===== src/rtl/uart_sched_pkg.sv =====
// Shared types and constants for the UART TX scheduler slice.
package uart_sched_pkg;
  localparam int BYTE_W = 8;

  typedef enum logic {
    A_IDLE = 1'b0,
    A_LOCK = 1'b1
  } arb_state_t;

  typedef enum logic [1:0] {
    D_IDLE  = 2'd0,
    D_START = 2'd1,
    D_WAIT  = 2'd2
  } drn_state_t;
endpackage


===== src/rtl/uart_tx_scheduler_if.sv =====
// Requester, FIFO and UART TX signals of the scheduler; master is the scheduler side.
// Handshake: a byte moves on a cycle where req_valid[i] and req_ready[i] are both high; valid may not wait for ready.
interface uart_tx_scheduler_if #(
  parameter int NREQ = 2
);
  import uart_sched_pkg::*;

  logic [NREQ-1:0]        req_valid;
  logic [NREQ*BYTE_W-1:0] req_data;
  logic [NREQ-1:0]        req_last;
  logic [NREQ-1:0]        req_ready;
  logic [BYTE_W-1:0]      fifo_wData;
  logic                   fifo_wr;
  logic                   fifo_full;
  logic [BYTE_W-1:0]      fifo_rData;
  logic                   fifo_empty;
  logic                   fifo_rd;
  logic                   tx_start;
  logic [BYTE_W-1:0]      tx_data;
  logic                   tx_busy;
  logic                   tx_done;
  logic                   grant_id;
  logic                   locked;
  logic                   err_timeout;
  arb_state_t             arb_state;
  drn_state_t             drn_state;

  modport master (
    input  req_valid, req_data, req_last, fifo_full, fifo_rData, fifo_empty, tx_busy, tx_done,
    output req_ready, fifo_wData, fifo_wr, fifo_rd, tx_start, tx_data,
    output grant_id, locked, err_timeout, arb_state, drn_state
  );

  modport slave (
    output req_valid, req_data, req_last, fifo_full, fifo_rData, fifo_empty, tx_busy, tx_done,
    input  req_ready, fifo_wData, fifo_wr, fifo_rd, tx_start, tx_data,
    input  grant_id, locked, err_timeout, arb_state, drn_state
  );
endinterface


===== src/rtl/tx_drain_ctrl.sv =====
// FIFO read-side sequencer: pops one byte when the UART is free, pulses tx_start, waits for tx_done.
module tx_drain_ctrl
  import uart_sched_pkg::*;
(
  input  logic              clk,
  input  logic              rst,
  input  logic              fifo_empty_i,
  input  logic [BYTE_W-1:0] fifo_rData_i,
  input  logic              tx_busy_i,
  input  logic              tx_done_i,
  output logic              fifo_rd_o,
  output logic              tx_start_o,
  output logic [BYTE_W-1:0] tx_data_o,
  output drn_state_t        state_o
);
  drn_state_t        state_q;
  logic              start_q;
  logic [BYTE_W-1:0] data_q;

  // The pop is combinational so the head byte is captured on the same edge it leaves the FIFO.
  assign fifo_rd_o  = (state_q == D_IDLE) & ~fifo_empty_i & ~tx_busy_i;
  assign tx_start_o = start_q;
  assign tx_data_o  = data_q;
  assign state_o    = state_q;

  always_ff @(posedge clk or posedge rst) begin
    if (rst) begin
      state_q <= D_IDLE;
      start_q <= 1'b0;
      data_q  <= '0;
    end else begin
      start_q <= 1'b0;
      case (state_q)
        D_IDLE: begin
          if (fifo_rd_o) begin
            data_q  <= fifo_rData_i;
            start_q <= 1'b1;
            state_q <= D_START;
          end
        end
        D_START: state_q <= D_WAIT;
        D_WAIT: begin
          if (tx_done_i) state_q <= D_IDLE;
        end
        default: state_q <= D_IDLE;
      endcase
    end
  end
endmodule


===== src/rtl/uart_tx_scheduler.sv =====
// Packet-locked round-robin arbiter for the TX FIFO write port, plus the FIFO-to-UART drain.
module uart_tx_scheduler
  import uart_sched_pkg::*;
#(
  parameter int NREQ    = 2,
  parameter int TIMEOUT = 1024,
  parameter int TW      = 10
) (
  input  logic                clk,
  input  logic                rst,
  uart_tx_scheduler_if.master bus
);
  localparam logic [TW-1:0] TMO_LAST = TW'(TIMEOUT - 1);

  arb_state_t        arb_q;
  logic              owner_q;
  logic              last_q;
  logic              err_q;
  logic [TW-1:0]     tmo_q;

  logic              pick;
  logic              own_valid;
  logic              own_last;
  logic              xfer;
  logic [BYTE_W-1:0] own_data;
  logic [NREQ-1:0]   ready_vec;
  drn_state_t        drn_state;

  always_comb begin
    own_valid = owner_q ? bus.req_valid[1] : bus.req_valid[0];
    own_last  = owner_q ? bus.req_last[1]  : bus.req_last[0];
    own_data  = owner_q ? bus.req_data[2*BYTE_W-1:BYTE_W] : bus.req_data[BYTE_W-1:0];
    // On contention the requester that did not own the previous packet wins.
    pick      = (bus.req_valid[0] & bus.req_valid[1]) ? ~last_q : bus.req_valid[1];
    ready_vec = '0;
    if (arb_q == A_LOCK) ready_vec[owner_q] = ~bus.fifo_full;
    xfer      = (arb_q == A_LOCK) & own_valid & ~bus.fifo_full;
  end

  assign bus.req_ready   = ready_vec;
  assign bus.fifo_wr     = xfer;
  assign bus.fifo_wData  = (arb_q == A_LOCK) ? own_data : '0;
  assign bus.grant_id    = owner_q;
  assign bus.locked      = (arb_q == A_LOCK);
  assign bus.err_timeout = err_q;
  assign bus.arb_state   = arb_q;
  assign bus.drn_state   = drn_state;

  always_ff @(posedge clk or posedge rst) begin
    if (rst) begin
      arb_q   <= A_IDLE;
      owner_q <= 1'b0;
      last_q  <= 1'b1;
      err_q   <= 1'b0;
      tmo_q   <= '0;
    end else begin
      err_q <= 1'b0;
      case (arb_q)
        A_IDLE: begin
          tmo_q <= '0;
          if (|bus.req_valid) begin
            arb_q   <= A_LOCK;
            owner_q <= pick;
          end
        end
        A_LOCK: begin
          if (xfer) begin
            tmo_q <= '0;
            if (own_last) begin
              arb_q  <= A_IDLE;
              last_q <= owner_q;
            end
          end else if (tmo_q == TMO_LAST) begin
            // Owner went silent mid-packet: drop the lock so the other side is not starved.
            arb_q  <= A_IDLE;
            last_q <= owner_q;
            err_q  <= 1'b1;
            tmo_q  <= '0;
          end else if (!own_valid) begin
            tmo_q <= tmo_q + 1'b1;
          end
        end
        default: arb_q <= A_IDLE;
      endcase
    end
  end

  tx_drain_ctrl u_drain (
    .clk          (clk),
    .rst          (rst),
    .fifo_empty_i (bus.fifo_empty),
    .fifo_rData_i (bus.fifo_rData),
    .tx_busy_i    (bus.tx_busy),
    .tx_done_i    (bus.tx_done),
    .fifo_rd_o    (bus.fifo_rd),
    .tx_start_o   (bus.tx_start),
    .tx_data_o    (bus.tx_data),
    .state_o      (drn_state)
  );
endmodule


===== src/flat_wrapper.sv =====
// flat-port wrapper written by rule: the top's interface ports become plain ports
module uart_tx_scheduler_flat import uart_sched_pkg::*;
#(
  parameter int NREQ    = 2,
  parameter int TIMEOUT = 1024,
  parameter int TW      = 10
)
  (clk, rst, bus_req_valid, bus_req_data, bus_req_last, bus_fifo_full, bus_fifo_rData, bus_fifo_empty, bus_tx_busy, bus_tx_done, bus_req_ready, bus_fifo_wData, bus_fifo_wr, bus_fifo_rd, bus_tx_start, bus_tx_data, bus_grant_id, bus_locked, bus_err_timeout, bus_arb_state, bus_drn_state);
  uart_tx_scheduler_if #(.NREQ(NREQ)) bus_i ();
  input  logic clk;
  input  logic rst;
  input wire logic [$bits(bus_i.req_valid)-1:0] bus_req_valid;
  input wire logic [$bits(bus_i.req_data)-1:0] bus_req_data;
  input wire logic [$bits(bus_i.req_last)-1:0] bus_req_last;
  input wire logic [$bits(bus_i.fifo_full)-1:0] bus_fifo_full;
  input wire logic [$bits(bus_i.fifo_rData)-1:0] bus_fifo_rData;
  input wire logic [$bits(bus_i.fifo_empty)-1:0] bus_fifo_empty;
  input wire logic [$bits(bus_i.tx_busy)-1:0] bus_tx_busy;
  input wire logic [$bits(bus_i.tx_done)-1:0] bus_tx_done;
  output wire logic [$bits(bus_i.req_ready)-1:0] bus_req_ready;
  output wire logic [$bits(bus_i.fifo_wData)-1:0] bus_fifo_wData;
  output wire logic [$bits(bus_i.fifo_wr)-1:0] bus_fifo_wr;
  output wire logic [$bits(bus_i.fifo_rd)-1:0] bus_fifo_rd;
  output wire logic [$bits(bus_i.tx_start)-1:0] bus_tx_start;
  output wire logic [$bits(bus_i.tx_data)-1:0] bus_tx_data;
  output wire logic [$bits(bus_i.grant_id)-1:0] bus_grant_id;
  output wire logic [$bits(bus_i.locked)-1:0] bus_locked;
  output wire logic [$bits(bus_i.err_timeout)-1:0] bus_err_timeout;
  output wire logic [$bits(bus_i.arb_state)-1:0] bus_arb_state;
  output wire logic [$bits(bus_i.drn_state)-1:0] bus_drn_state;
  assign bus_i.req_valid = bus_req_valid;
  assign bus_i.req_data = bus_req_data;
  assign bus_i.req_last = bus_req_last;
  assign bus_i.fifo_full = bus_fifo_full;
  assign bus_i.fifo_rData = bus_fifo_rData;
  assign bus_i.fifo_empty = bus_fifo_empty;
  assign bus_i.tx_busy = bus_tx_busy;
  assign bus_i.tx_done = bus_tx_done;
  assign bus_req_ready = bus_i.req_ready;
  assign bus_fifo_wData = bus_i.fifo_wData;
  assign bus_fifo_wr = bus_i.fifo_wr;
  assign bus_fifo_rd = bus_i.fifo_rd;
  assign bus_tx_start = bus_i.tx_start;
  assign bus_tx_data = bus_i.tx_data;
  assign bus_grant_id = bus_i.grant_id;
  assign bus_locked = bus_i.locked;
  assign bus_err_timeout = bus_i.err_timeout;
  assign bus_arb_state = bus_i.arb_state;
  assign bus_drn_state = bus_i.drn_state;
  uart_tx_scheduler #(.NREQ(NREQ), .TIMEOUT(TIMEOUT), .TW(TW)) u_core (.clk(clk), .rst(rst), .bus(bus_i));
endmodule

===== config.mk =====
export PLATFORM = sky130hd
export DESIGN_NAME = uart_tx_scheduler_flat
export DESIGN_NICKNAME = d
export VERILOG_FILES = /design/src/rtl/uart_sched_pkg.sv /design/src/rtl/uart_tx_scheduler_if.sv /design/src/rtl/tx_drain_ctrl.sv /design/src/rtl/uart_tx_scheduler.sv /design/src/flat_wrapper.sv
export SDC_FILE = /design/constraint.sdc
export NUM_CORES = 1
export LEC_CHECK = 0
export CAP_MARGIN = 20
export CORE_AREA = 10 10 72 74
export CTS_CLUSTER_DIAMETER = 200
export CTS_CLUSTER_SIZE = 40
export DETAILED_ROUTE_END_ITERATION = 8
export DIE_AREA = 0 0 82 84
export PLACE_DENSITY_LB_ADDON = 0.08
export SLEW_MARGIN = 20
export SYNTH_ARGS = -nofsm -noshare
export SYNTH_HDL_FRONTEND = slang
export SYNTH_SLANG_ARGS = --single-unit

===== constraint.sdc =====
create_clock -name clk -period 1.75 [get_ports clk]
set_clock_uncertainty 0.15 [all_clocks]
set_input_delay 0.35 -clock clk [delete_from_list [all_inputs] [get_ports clk]]
set_output_delay 0.35 -clock clk [all_outputs]
set_load 0.03 [all_outputs]

==> metrics.md <==
| Metric | Value |
|---|---|
| Status | finished with violations |
| Failing checks | negative setup slack |
| Relative slew slack | 78.9% |
| Inst Count DP | between 200 and 300 |
| FF+latch count, synth | 25 |
| Hold Buf Count CTS | 0 |
| Grt total ovfl | 0 |
| # port buffers | 60 |
| Worst Path Arrival | 1350 ps |
| Io pins | 61 |
| CTS tree | done |
| GPL Wtd Cong | 0.803 |
| Top-count cell post-synth | dfrtp_1 |
| Layout net count | roughly 260 |
| Number of synthesized flops with an enable pin | 0 |
| DIE WIDTH | 82 µm |
| CTS buffer count | 3 |
| Startpoint Class | flip-flop |
| First-pass GRT wire length | between 6000 and 7000 µm |
| GRT Total Usage | 12.1% |
| DRT Wirelength | 4240 µm |
| Post-synth top flop | dfrtp_1 |
| Power consumption | 3.18 mW |
| Mapped Nets | 162 |
| Distinct cells, synth | 46 |
| H-Tree Level Count | 1 |
| GRT met3 Usage | 7.00% |
| Slew of the pin with the lowest slew margin | approximately 320 ps |
| Inserted Diodes | 0 |
| Slack of the critical path | -104 ps |
| Final min period | 1850 ps |
| Final Hold Fails | 0 |
| Die height | 84 µm |
| CP required | 1250 ps |
| Antenna Violating Nets Remaining | 0 |
| Met1 Resource Use GR | between 10% and 20% |
| Critical path endpoint category | primary output |
| VDD IR max | 0.000721 V |
| Syn_area_per_cell | 11.0 µm² |
| Vias | ~1.4k |
| Min-delay worst type | input pin to async pin |
| Period utilisation layout | 106% |
| Worst Path Class, Setup | flip-flop to primary output |
| Initial antenna violation count | 0 |
| Top-area cell type share of the netlist area | 43.0% |
| MaxCap Viol Count | 0 |
| Largest net degree at the start of global routing | 23 |
| Layout cells sized above 1 | 45.7% |
| Initial core utilization | 36.2% |
| Max-slew violation count | 0 |
| CP max FO | 4 |
| Largest cells by area after synthesis | dfrtp_1 (43%), mux2_2 (8.9%), mux2i_1 (6.5%) |
| Post-layout util | 67.3% |
| Via density | around 5 |
| Sequential share of the synthesized area | 44.9% |
| Total Neg Setup Slack | -860 ps |
| DRT iter0 DRCs | between 40 and 50 |
| Fill count | 293 |
| Most frequent cells after synthesis | dfrtp_1 (24), nor2_1 (13), mux2_2 (11), mux2i_1 (9), nand2_1 (6) |
| Clk Latency, worst-skew pair | 270 ps |
| Reg2Reg Depth | 6 |
| Max clock buf depth | 2 |
| P_leak | 1.10 nW |
| DRC | 0 |
| Initial DRT Pass Iterations | 4 |
| Ys Warns | 0 |
| Final setup fails | 12 |
| Synth area leader | dfrtp_1 |
| Layout area overhead | 85.8% |
| Final HPWL from detailed placement | 3180 µm |
| Core area | 3860 µm² |
| Clk sinks | 25 |
| Synth Instances | between 100 and 150 |
| Post-synth ARST share | between 90% and 100% |
| Vias in the first global route | around 1.5k |
| Syn Std Cell Area | ~1400 µm² |
| Max Fclk | 0.539 GHz |
| Die area | roughly 7000 µm² |
| Root buffer cell | clkbuf_8 |
| Unrepaired setup endpoints after global routing | yes |
| Clk slew on worst S/H paths | 80 ps |
| GR Util met2 | between 10% and 20% |
| Power Density | 1230 nW/µm² |
| Row Count | 23 |
| Gr busiest metal | met2 |
| Fin cells | 269 |
| Average wire per standard cell | 15.7 µm |
[worst paths after layout]
path,endpoint,slack (ps),startpoint
max in group asynchronous,u_core.u_drain.state_o[0],830,rst
min in group clk,u_core.u_drain.tx_data_o[1],350,u_core.u_drain.tx_data_o[1]
min reg2reg,u_core.u_drain.tx_data_o[1],350,u_core.u_drain.tx_data_o[1]
max,bus_fifo_wr,-100,u_core.bus.grant_id
max reg2reg,u_core.last_q,-30,u_core.bus.grant_id
min,u_core.bus.arb_state,100,rst
[stage by stage]
stage / worst slack [ps] / instance area (µm²) / hold WS (ps)
final: -104 / 2590 / 101
after global routing: -154 / 2590 / 111
after CTS: -138 / 2480 / 101
after detailed placement: -307 / 2250 / 345
after global placement: -277 / 2250 / 339
after floorplan: -4.96 / 1490 / 226
[cell usage in the layout, fill, tap and decap left out, types with 2 or more instances in the layout]
| cell type | Yosys | layout |
|---|---|---|
| clkdlybuf4s50_1 | 0 | 30 |
| buf_4 | 2 | 29 |
| dfrtp_1 | 24 | 21 |
| dlygate4sd2_1 | 0 | 17 |
| buf_6 | 0 | 14 |
| mux2_2 | 11 | 11 |
| nor2_4 | 0 | 11 |
| mux2i_4 | 1 | 9 |
| nand2_1 | 6 | 6 |
| inv_1 | 4 | 4 |
| nand3_1 | 4 | 3 |
| o22ai_1 | 3 | 3 |
| o21ai_0 | 3 | 3 |
| clkbuf_8 | 0 | 3 |
| dfrtp_2 | 0 | 3 |
| nor4_4 | 1 | 2 |
| nor2_1 | 13 | 2 |
| nor4_1 | 4 | 2 |
| nand3_2 | 1 | 2 |
| a22o_1 | 2 | 2 |
| nor3b_1 | 2 | 2 |
| mux2_4 | 2 | 2 |
| o2bb2ai_1 | 2 | 2 |
| a21oi_1 | 2 | 2 |
| nor3_1 | 3 | 2 |
| buf_12 | 0 | 2 |
[critical path, stage by stage, from the launching register on]
cell and delay [ps]:
dfrtp_2 470, buf_4 160, mux2i_4 200, nor2_4 110, buf_6 140
[report_power, final]
part	switching [mW]	total [mW]	internal (mW)	leakage, nW
clock	0.185	0.348	0.163	0.0228
combinational	1.01	2.05	1.03	0.767
sequential	0.0900	0.791	0.701	0.314
total	1.29	3.18	1.90	1.10
[per-layer routing]
metal / up-vias / wire (µm)
met5: - / 0
met4: 0 / 58
met3: 5 / 589
met2: 58 / 1980
met1: 649 / 1600
li1: 652 / -
[logic make-up after synthesis]
group                      synth area share, %
AOI/OAI and AO/OA                         11.8
xor gates and xnor gates                 0.627
adders and majority gates                0.896
buffers and inverters                     3.05
DFF                                       44.9
muxes                                     19.1
and+or+nand+nor                           19.6
[state kept, by name, indices dropped and copies added (netlist names)]
name,flops
u_core.u_drain.tx_data_o,8
u_core.bus.arb_state,1
u_core.last_q,1
u_core.bus.grant_id,1
u_core.u_drain.state_o,2
u_core.tmo_q,10
u_core.u_drain.tx_start_o,1
u_core.bus.err_timeout,1
[layout make-up]
class / instances / area (µm²) / area share, %
inverter: 4 / 15.0 / 0.579
sequential: 25 / 631 / 24.3
multi-input combinational: 93 / 951 / 36.7
tap: 50 / 62.6 / 2.41
clock buffer: 4 / 45.0 / 1.74
timing repair buffer: 93 / 890 / 34.3
[what timing repair did]
item                       CTS  global route
setup buffers                9             2
pin swaps                    3            10
cloned                       0             1
resized for setup           45            15
setup endpoints to repair   29            29
No activity file was read; power rests on OpenSTA's default activity.
